--- config.mk ---
export PLATFORM = sky130hd
export DESIGN_NAME = mac_accumulator34
export DESIGN_NICKNAME = d
export VERILOG_FILES = /design/src/rtl/mac_accumulator34.sv
export SDC_FILE = /design/constraint.sdc
export NUM_CORES = 1
export LEC_CHECK = 0
export BUFFER_PORTS_ARGS = -buffer_cell sky130_fd_sc_hd__buf_2
export CAP_MARGIN = 25
export CELL_PAD_IN_SITES_DETAIL_PLACEMENT = 0
export CELL_PAD_IN_SITES_GLOBAL_PLACEMENT = 1
export CORE_MARGIN = 5
export CORE_UTILIZATION = 40
export CTS_CLUSTER_DIAMETER = 200
export DETAILED_ROUTE_END_ITERATION = 10
export MAX_ROUTING_LAYER = met4
export PLACE_DENSITY = 0.67
export SLEW_MARGIN = 25
export SYNTH_ARGS = -nofsm -noshare
export SYNTH_HDL_FRONTEND = slang
export SYNTH_SLANG_ARGS = --single-unit
--- constraint.sdc ---
create_clock -name C -period 8.9 [get_ports C]
set_input_delay 1.78 -clock C [delete_from_list [all_inputs] [get_ports C]]
set_output_delay 1.78 -clock C [all_outputs]
set_load 0.02 [all_outputs]
--- src/rtl/mac_accumulator34.sv ---
// Signed 16x16 multiply-accumulate producing a 34-bit dot product of LEN pairs.
// Define MAC_SAT_EN to make the accumulation saturate instead of wrapping.
module mac_accumulator34 #(
    parameter int unsigned LEN = 4
) (
    input  logic               C,
    input  logic               Rn,
    input  logic               in_valid,
    output logic               in_ready,
    input  logic signed [15:0] A,
    input  logic signed [15:0] B,
    output logic        [33:0] D,
    output logic               out_valid,
    input  logic               out_ready
);

    typedef enum logic {
        ST_ACC,
        ST_HOLD
    } state_t;

    localparam logic [7:0] LEN_C = 8'(LEN);

    state_t      state_q, state_d;
    logic [7:0]  cnt_q, cnt_d;
    logic [33:0] acc_q, acc_d;
    logic [33:0] prod_q, prod_d;
    logic [33:0] d_q, d_d;
    logic        p_valid_q, p_valid_d;

    logic               accept;
    logic signed [31:0] mult;
    logic        [33:0] sum;

    assign mult = A * B;

`ifdef MAC_SAT_EN
    logic [34:0] sum_wide;
    assign sum_wide = {acc_q[33], acc_q} + {prod_q[33], prod_q};
    // A carry into the extra sign bit that disagrees with bit 33 marks overflow.
    always_comb begin
        if (sum_wide[34] != sum_wide[33]) begin
            sum = sum_wide[34] ? 34'h2_0000_0000 : 34'h1_FFFF_FFFF;
        end else begin
            sum = sum_wide[33:0];
        end
    end
`else
    assign sum = acc_q + prod_q;
`endif

    always_comb begin
        state_d   = state_q;
        cnt_d     = cnt_q;
        acc_d     = acc_q;
        prod_d    = prod_q;
        d_d       = d_q;
        p_valid_d = 1'b0;

        in_ready  = (state_q == ST_ACC) && (cnt_q != LEN_C);
        out_valid = (state_q == ST_HOLD);
        accept    = in_valid && in_ready;

        if (accept) begin
            prod_d    = {{2{mult[31]}}, mult};
            p_valid_d = 1'b1;
            cnt_d     = cnt_q + 8'd1;
        end

        // cnt == LEN with a product in flight means this edge adds the last term.
        if (p_valid_q) begin
            if (cnt_q == LEN_C) begin
                d_d     = sum;
                acc_d   = '0;
                cnt_d   = '0;
                state_d = ST_HOLD;
            end else begin
                acc_d = sum;
            end
        end

        if ((state_q == ST_HOLD) && out_ready) begin
            state_d = ST_ACC;
        end
    end

    always_ff @(posedge C) begin
        if (!Rn) begin
            state_q   <= ST_ACC;
            cnt_q     <= '0;
            acc_q     <= '0;
            prod_q    <= '0;
            d_q       <= '0;
            p_valid_q <= 1'b0;
        end else begin
            state_q   <= state_d;
            cnt_q     <= cnt_d;
            acc_q     <= acc_d;
            prod_q    <= prod_d;
            d_q       <= d_d;
            p_valid_q <= p_valid_d;
        end
    end

    assign D = d_q;

endmodule

==> run metrics, run 1 <==
netlist area before placement 0.0153 sq mm; Area Growth Syn to Fin 7.28%; commonest non-fill, non-tap cell in the layout inv_1; Critical Path Fanout Max 16; Max Cap Violations 0; io pins 72; Setup Fix Bufs, Post-CTS 0; clock-pin slew of the registers on the worst-case setup and hold paths 0.07 ns; WP data arrival 7.91 ns; Pre-antenna DRT Iters 5; Slew headroom 0.426; final-report setup violation count 0; CTS max path bufs 2; Num CTS Buffers 9; share of cells above drive strength 1 0.0634; vias 11600; Post-synth EDFFs 0; Cell variety after synth 63; Synth top area share 0.344; Port Buffers 71; cell depth of the worst setup path 20; DRC Markers 0; syn nets 2171; Sink Count 110; Final Net Count 2193; htree depth 3; CP startpoint kind input port; Iter 0 DRT Violations 485; GRT Residual Overflow 0; Max stage delay on crit path 0.83 ns; Pins Over Slew Limit 0; CP Class input port to flop; dpl hpwl 30.9 mm; CTS root buf clkbuf_16; largest net degree at the start of global routing 57; Initial Util 0.406; WP data required 9.15 ns; worst reg2reg path depth 12; clk_skew 0.0123 ns; status finished, final reports clean; hold depth 2; Hold Vio Cnt, Final 0; FILL cells 3865; Worst-Skew Late Latency 0.36 ns; Vias/cell 5.05; Yosys Warn Count 0; syn avg cell area 8.72 sq um; Die W 206 um; DIE HEIGHT 206 um; RSZ-0062 raised after global routing false; Final Cycle Share 0.860; CTS tree built; Peak Freq 0.131 GHz; CP max stage cell fa_1; Top delay family on crit path adder cells; Synth area leader fa_1; crit path time final 7.66 ns; DRT antenna net count 0; synth top area cells fa_1 (34%), dfxtp_1 (14%), ha_1 (9.6%); critical path buffer and inverter count 4; most used cell, CP fa_1; most frequent cells in the layout inv_1 (293), fa_1 (263), nand2_1 (232); Core ar. 0.0377 sq mm; #FFs+latches synth 110; CTS resizes 0; Critical Path Sink Type flop; final wirelength 38.4 mm; worst slew pin tran 0.859 ns; die area 0.0423 sq mm; async set-or-reset flop fraction in the synthesized netlist 0; critical path, cell by cell buf_2 > nand2_1 > inv_1 > fa_1 > fa_1 > fa_1 > fa_1 > fa_1 > inv_1 > fa_1 > inv_1 > ha_1 > and3_1 > a2111oi_2 > o21ai_0 > a31oi_1 > o311ai_1 > xnor2_1 > o21ai_0 > and2_1; setup_tns 0 ns; CTS Hold Buffers Added 0; Final Wtd Congestion 0.870; initial antenna violation count 1; synthesized instance count 1755; WL per Instance 16.8 um; number of global-route vias before repair 12200; GRT Total Usage 0.194; post-synthesis sequential area ratio 0.144; first-pass GRT wire length 64.1 mm; ys flop type dfxtp_1; Hold Path Class flop to flop; row count 71
## per-layer routing
metal | wire (um) | up-vias | part of all wire | global-route usage
li1 | - | 5565 | - | -
met1 | 17300 | 5820 | 0.45 | 0.254
met2 | 19700 | 171 | 0.51 | 0.337
met3 | 973 | 34 | 0.025 | 0.0173
met4 | 528 | 0 | 0.014 | 0.0318
met5 | 0 | - | 0 | -
## cell families (layout without fill, tap and decap cells)
family	count (synthesis)	in the layout	synth area share
muxes	7	7	0.00466
adders and majority gates	380	380	0.440
xor gates and xnor gates	68	68	0.0399
DFF	110	110	0.144
other	0	1	0
buffers and inverters	362	389	0.0888
and+or+nand+nor	574	574	0.177
AOI/OAI and AO/OA	254	254	0.105
## worst min-delay path: stages (launching register included)
cell and delay (ns):
dfxtp_1 0.31, nand2_1 0.05, a21oi_1 0.05
## cell type report
class / instances / area (sq um) / area share
Antenna cell: 1 / 2.50 / 0.000152
Clock buffer: 9 / 225 / 0.0137
Multi-Input combinational cell: 1283 / 11700 / 0.715
Inverter: 294 / 1100 / 0.0673
Timing Repair Buffer: 79 / 415 / 0.0253
Clock inverter: 7 / 86.3 / 0.00526
Tap cell: 511 / 639 / 0.0390
Sequential cell: 110 / 2200 / 0.134
## path summary, 6_finish.rpt
check | endpoint | start | slack, ns
worst max-delay path | prod_q[30]$_SDFFE_PN0P_ | B[1] | 1.24
worst min-delay path | D[0]$_SDFFE_PN0P_ | D[0]$_SDFFE_PN0P_ | 0.45
worst max register to register | acc_q[28]$_SDFFE_PN0P_ | acc_q[0]$_SDFFE_PN0P_ | 5.73
worst min register to register | D[0]$_SDFFE_PN0P_ | D[0]$_SDFFE_PN0P_ | 0.45
## synthesized netlist by cell type (all sizes together), types with 6 or more instances
cell type,count
a22oi,11
a21o,19
nand3,41
or3,9
nand2,232
xor2,26
a21oi,101
a31oi,7
o21bai,11
ha,117
a211oi,7
o21ai,48
nand2b,8
and2,134
and3,6
nor2,103
inv,294
clkbuf,67
nand4,11
nor3,9
o21a,10
fa,263
mux2i,6
dfxtp,110
a31o,6
xnor2,41
## flip-flops by register name (all words and copies together) (netlist names)
name / flops
D: 34
acc_q: 34
cnt_q: 8
out_valid: 1
p_valid_q: 1
prod_q: 32
## stage by stage
stage                     std cells  setup WS (ns)  instance area [sq um]   util  hold WS, ns
after CTS                      2293           1.21                  16400  0.436        0.455
after global routing           2294          0.810                  16400  0.436        0.469
after floorplan                1755           1.33                  15300      -        0.436
after detailed placement       2277          0.845                  16100  0.427        0.443
after global placement         2277          0.925                  16100  0.427        0.441
final                          2294           1.24                  16400  0.436        0.452
Power of run 1 is left out: the tool's default activity adds up to more than one toggle a clock period on the data nets, which glitch-free logic cannot reach.
==> run 2, diff against run 1 <==
--- a/config.mk
+++ b/config.mk
@@ -9,6 +9,7 @@
 export CAP_MARGIN = 25
 export CELL_PAD_IN_SITES_DETAIL_PLACEMENT = 0
 export CELL_PAD_IN_SITES_GLOBAL_PLACEMENT = 1
+export CORE_ASPECT_RATIO = 1.1
 export CORE_MARGIN = 5
 export CORE_UTILIZATION = 40
 export CTS_CLUSTER_DIAMETER = 200
==> run 2 against run 1 <==
  * Sequential share of layout area up 0.061 points
  * Largest cell class unchanged
  * Clock-buffer cell count up 3
  * First-iteration DRC count down 6.6%
  * Hold slack worse by 0.0010 ns
  * Final area down 0.45%
  * Clock skew down 0.0062 ns
  * Highest routed layer unchanged
  * Critical path depth up 1
  * Setup slack worse by 0.073 ns
==> run metrics, run 2 (synthesis results as in run 1) <==
Hold Vio Cnt, Final 0; Critical Path Fanout Max 16; row count 75; Port Buffers 71; CTS Hold Buffers Added 0; # diodes 0; CTS tree built; worst reg2reg path depth 12; Peak Freq 0.129 GHz; dpl hpwl 30.1 mm; Core ar. 0.0380 sq mm; Max Cap Violations 0; Reg area 0.00220 sq mm; r2r endpoint acc_q[30]$_SDFFE_PN0P_; Num CTS Buffers 9; vias 11300; hold depth 2; most used cell, CP fa_1; reg-to-reg setup timing slack 5.88 ns; Final Cycle Share 0.868; setup_tns 0 ns; critical hold path startpoint D[14]$_SDFFE_PN0P_; Vias/cell 4.95; WL per Instance 16.1 um; largest net degree at the start of global routing 50; Critical Path Sink Type flop; Placed Area 0.0161 sq mm; RR Startpoint prod_q[0]$_SDFFE_PN0P_; Final Net Count 2192; Iter 0 DRT Violations 453; final wirelength 36.6 mm; Max stage delay on crit path 0.82 ns; DRT antenna net count 0; Top delay family on crit path adder cells; share of cells above drive strength 1 0.0612; die area 0.0423 sq mm; RSZ-0062 raised after global routing false; GRT Total Usage 0.182; io pins 72; Initial Util 0.402; Pins Over Slew Limit 0; crit path time final 7.73 ns; CP Class input port to flop; Area Growth Syn to Fin 6.80%; clk_skew 0.00610 ns; Hold Path Class flop to flop; htree depth 3; number of global-route vias before repair 11900; Slew headroom 0.409; CTS max path bufs 2; FILL cells 3876; CTS resizes 0; Final Wtd Congestion 0.850; Setup Fix Bufs, Post-CTS 0; critical path buffer and inverter count 4; cell area after layout 0.0163 sq mm; CP startpoint kind input port; DRC Markers 0; first-pass GRT wire length 62.1 mm; CTS root buf clkbuf_16; clock-pin slew of the registers on the worst-case setup and hold paths 0.07 ns; DIE HEIGHT 215 um; Pre-antenna DRT Iters 4; most frequent cells in the layout inv_1 (293), fa_1 (263), nand2_1 (231); Sink Count 110; WP data required 9.14 ns; Die W 196 um; CP max stage cell fa_1; critical path, cell by cell buf_2 > nand2_1 > inv_1 > fa_1 > fa_1 > fa_1 > fa_1 > fa_1 > inv_1 > fa_1 > inv_1 > ha_1 > nand2_1 > a21oi_1 > a2111oi_2 > o21ai_0 > a31oi_1 > o311ai_1 > xnor2_1 > o21ai_0 > and2_1; Worst-Skew Late Latency 0.35 ns; initial antenna violation count 0; worst slew pin tran 0.884 ns; final-report setup violation count 0; status finished, final reports clean; Worst Hold Endpoint D[14]$_SDFFE_PN0P_; GRT Residual Overflow 0; multi-input logic area 0.0117 sq mm; WP data arrival 7.97 ns; commonest non-fill, non-tap cell in the layout inv_1
run 2: cell types whose count changed in the layout (fill, tap and decap cells not counted), sizes merged:
| cell | before | now |
|---|---|---|
| inv | 298 | 294 |
| clkbuf | 9 | 12 |
| clkinv | 1 | 3 |
| buf | 79 | 78 |
| bufinv | 1 | 0 |
| clkinvlp | 1 | 0 |
| diode | 1 | 0 |
run 2: how the worst max path moves through the flow:
stage               cells past startpoint  slack [ns]                 endpoint   from
detailed placement                     21        0.84  prod_q[30]$_SDFFE_PN0P_   B[1]
global placement                       20         1.0  prod_q[30]$_SDFFE_PN0P_   B[1]
CTS                                    21        1.20  prod_q[31]$_SDFFE_PN0P_   B[1]
floorplan                              21        1.33  prod_q[30]$_SDFFE_PN0P_  A[15]
global route                           21        0.77  prod_q[29]$_SDFFE_PN0P_   B[1]
finish                                 21        1.17  prod_q[30]$_SDFFE_PN0P_   B[1]
run 2: area by class of cell:
cell class | count | share of cell area
clock inverter | 3 | 0.00138
multi-input combinational | 1283 | 0.719
tap | 500 | 0.0383
inverter | 294 | 0.0676
sequential | 110 | 0.135
clock buffer | 12 | 0.0145
timing repair buffer | 78 | 0.0250
run 2: worst register-to-register path, cell delays in order, from the launching register on:
cell	delay [ns]
dfxtp_1	0.35
ha_1	0.20
inv_1	0.07
fa_1	0.41
nor2b_1	0.18
o31a_1	0.21
o21ai_2	0.12
o21ai_2	0.35
a311oi_1	0.25
o31ai_1	0.35
xnor2_1	0.19
nand3_1	0.11
a21oi_1	0.16
run 2: per-layer routing:
| metal | vias up | share of wire | global-route usage |
|---|---|---|---|
| met2 | 161 | 0.46 | 0.293 |
| met3 | 26 | 0.026 | 0.0150 |
| li1 | 5549 | - | - |
| met1 | 5541 | 0.50 | 0.258 |
| met5 | - | 0 | - |
| met4 | 0 | 0.012 | 0.0326 |
run 2: metrics by stage:
stage                     cells   util  setup slack [ns]  hold slack, ns
after CTS                  2280  0.430              1.20           0.456
final                      2280  0.430              1.17           0.451
after global routing       2280  0.430             0.769           0.470
after floorplan            1755      -              1.33           0.436
after detailed placement   2265  0.423             0.839           0.445
after global placement     2265  0.423             0.996           0.444
Power of run 2 is left out for the same reason.
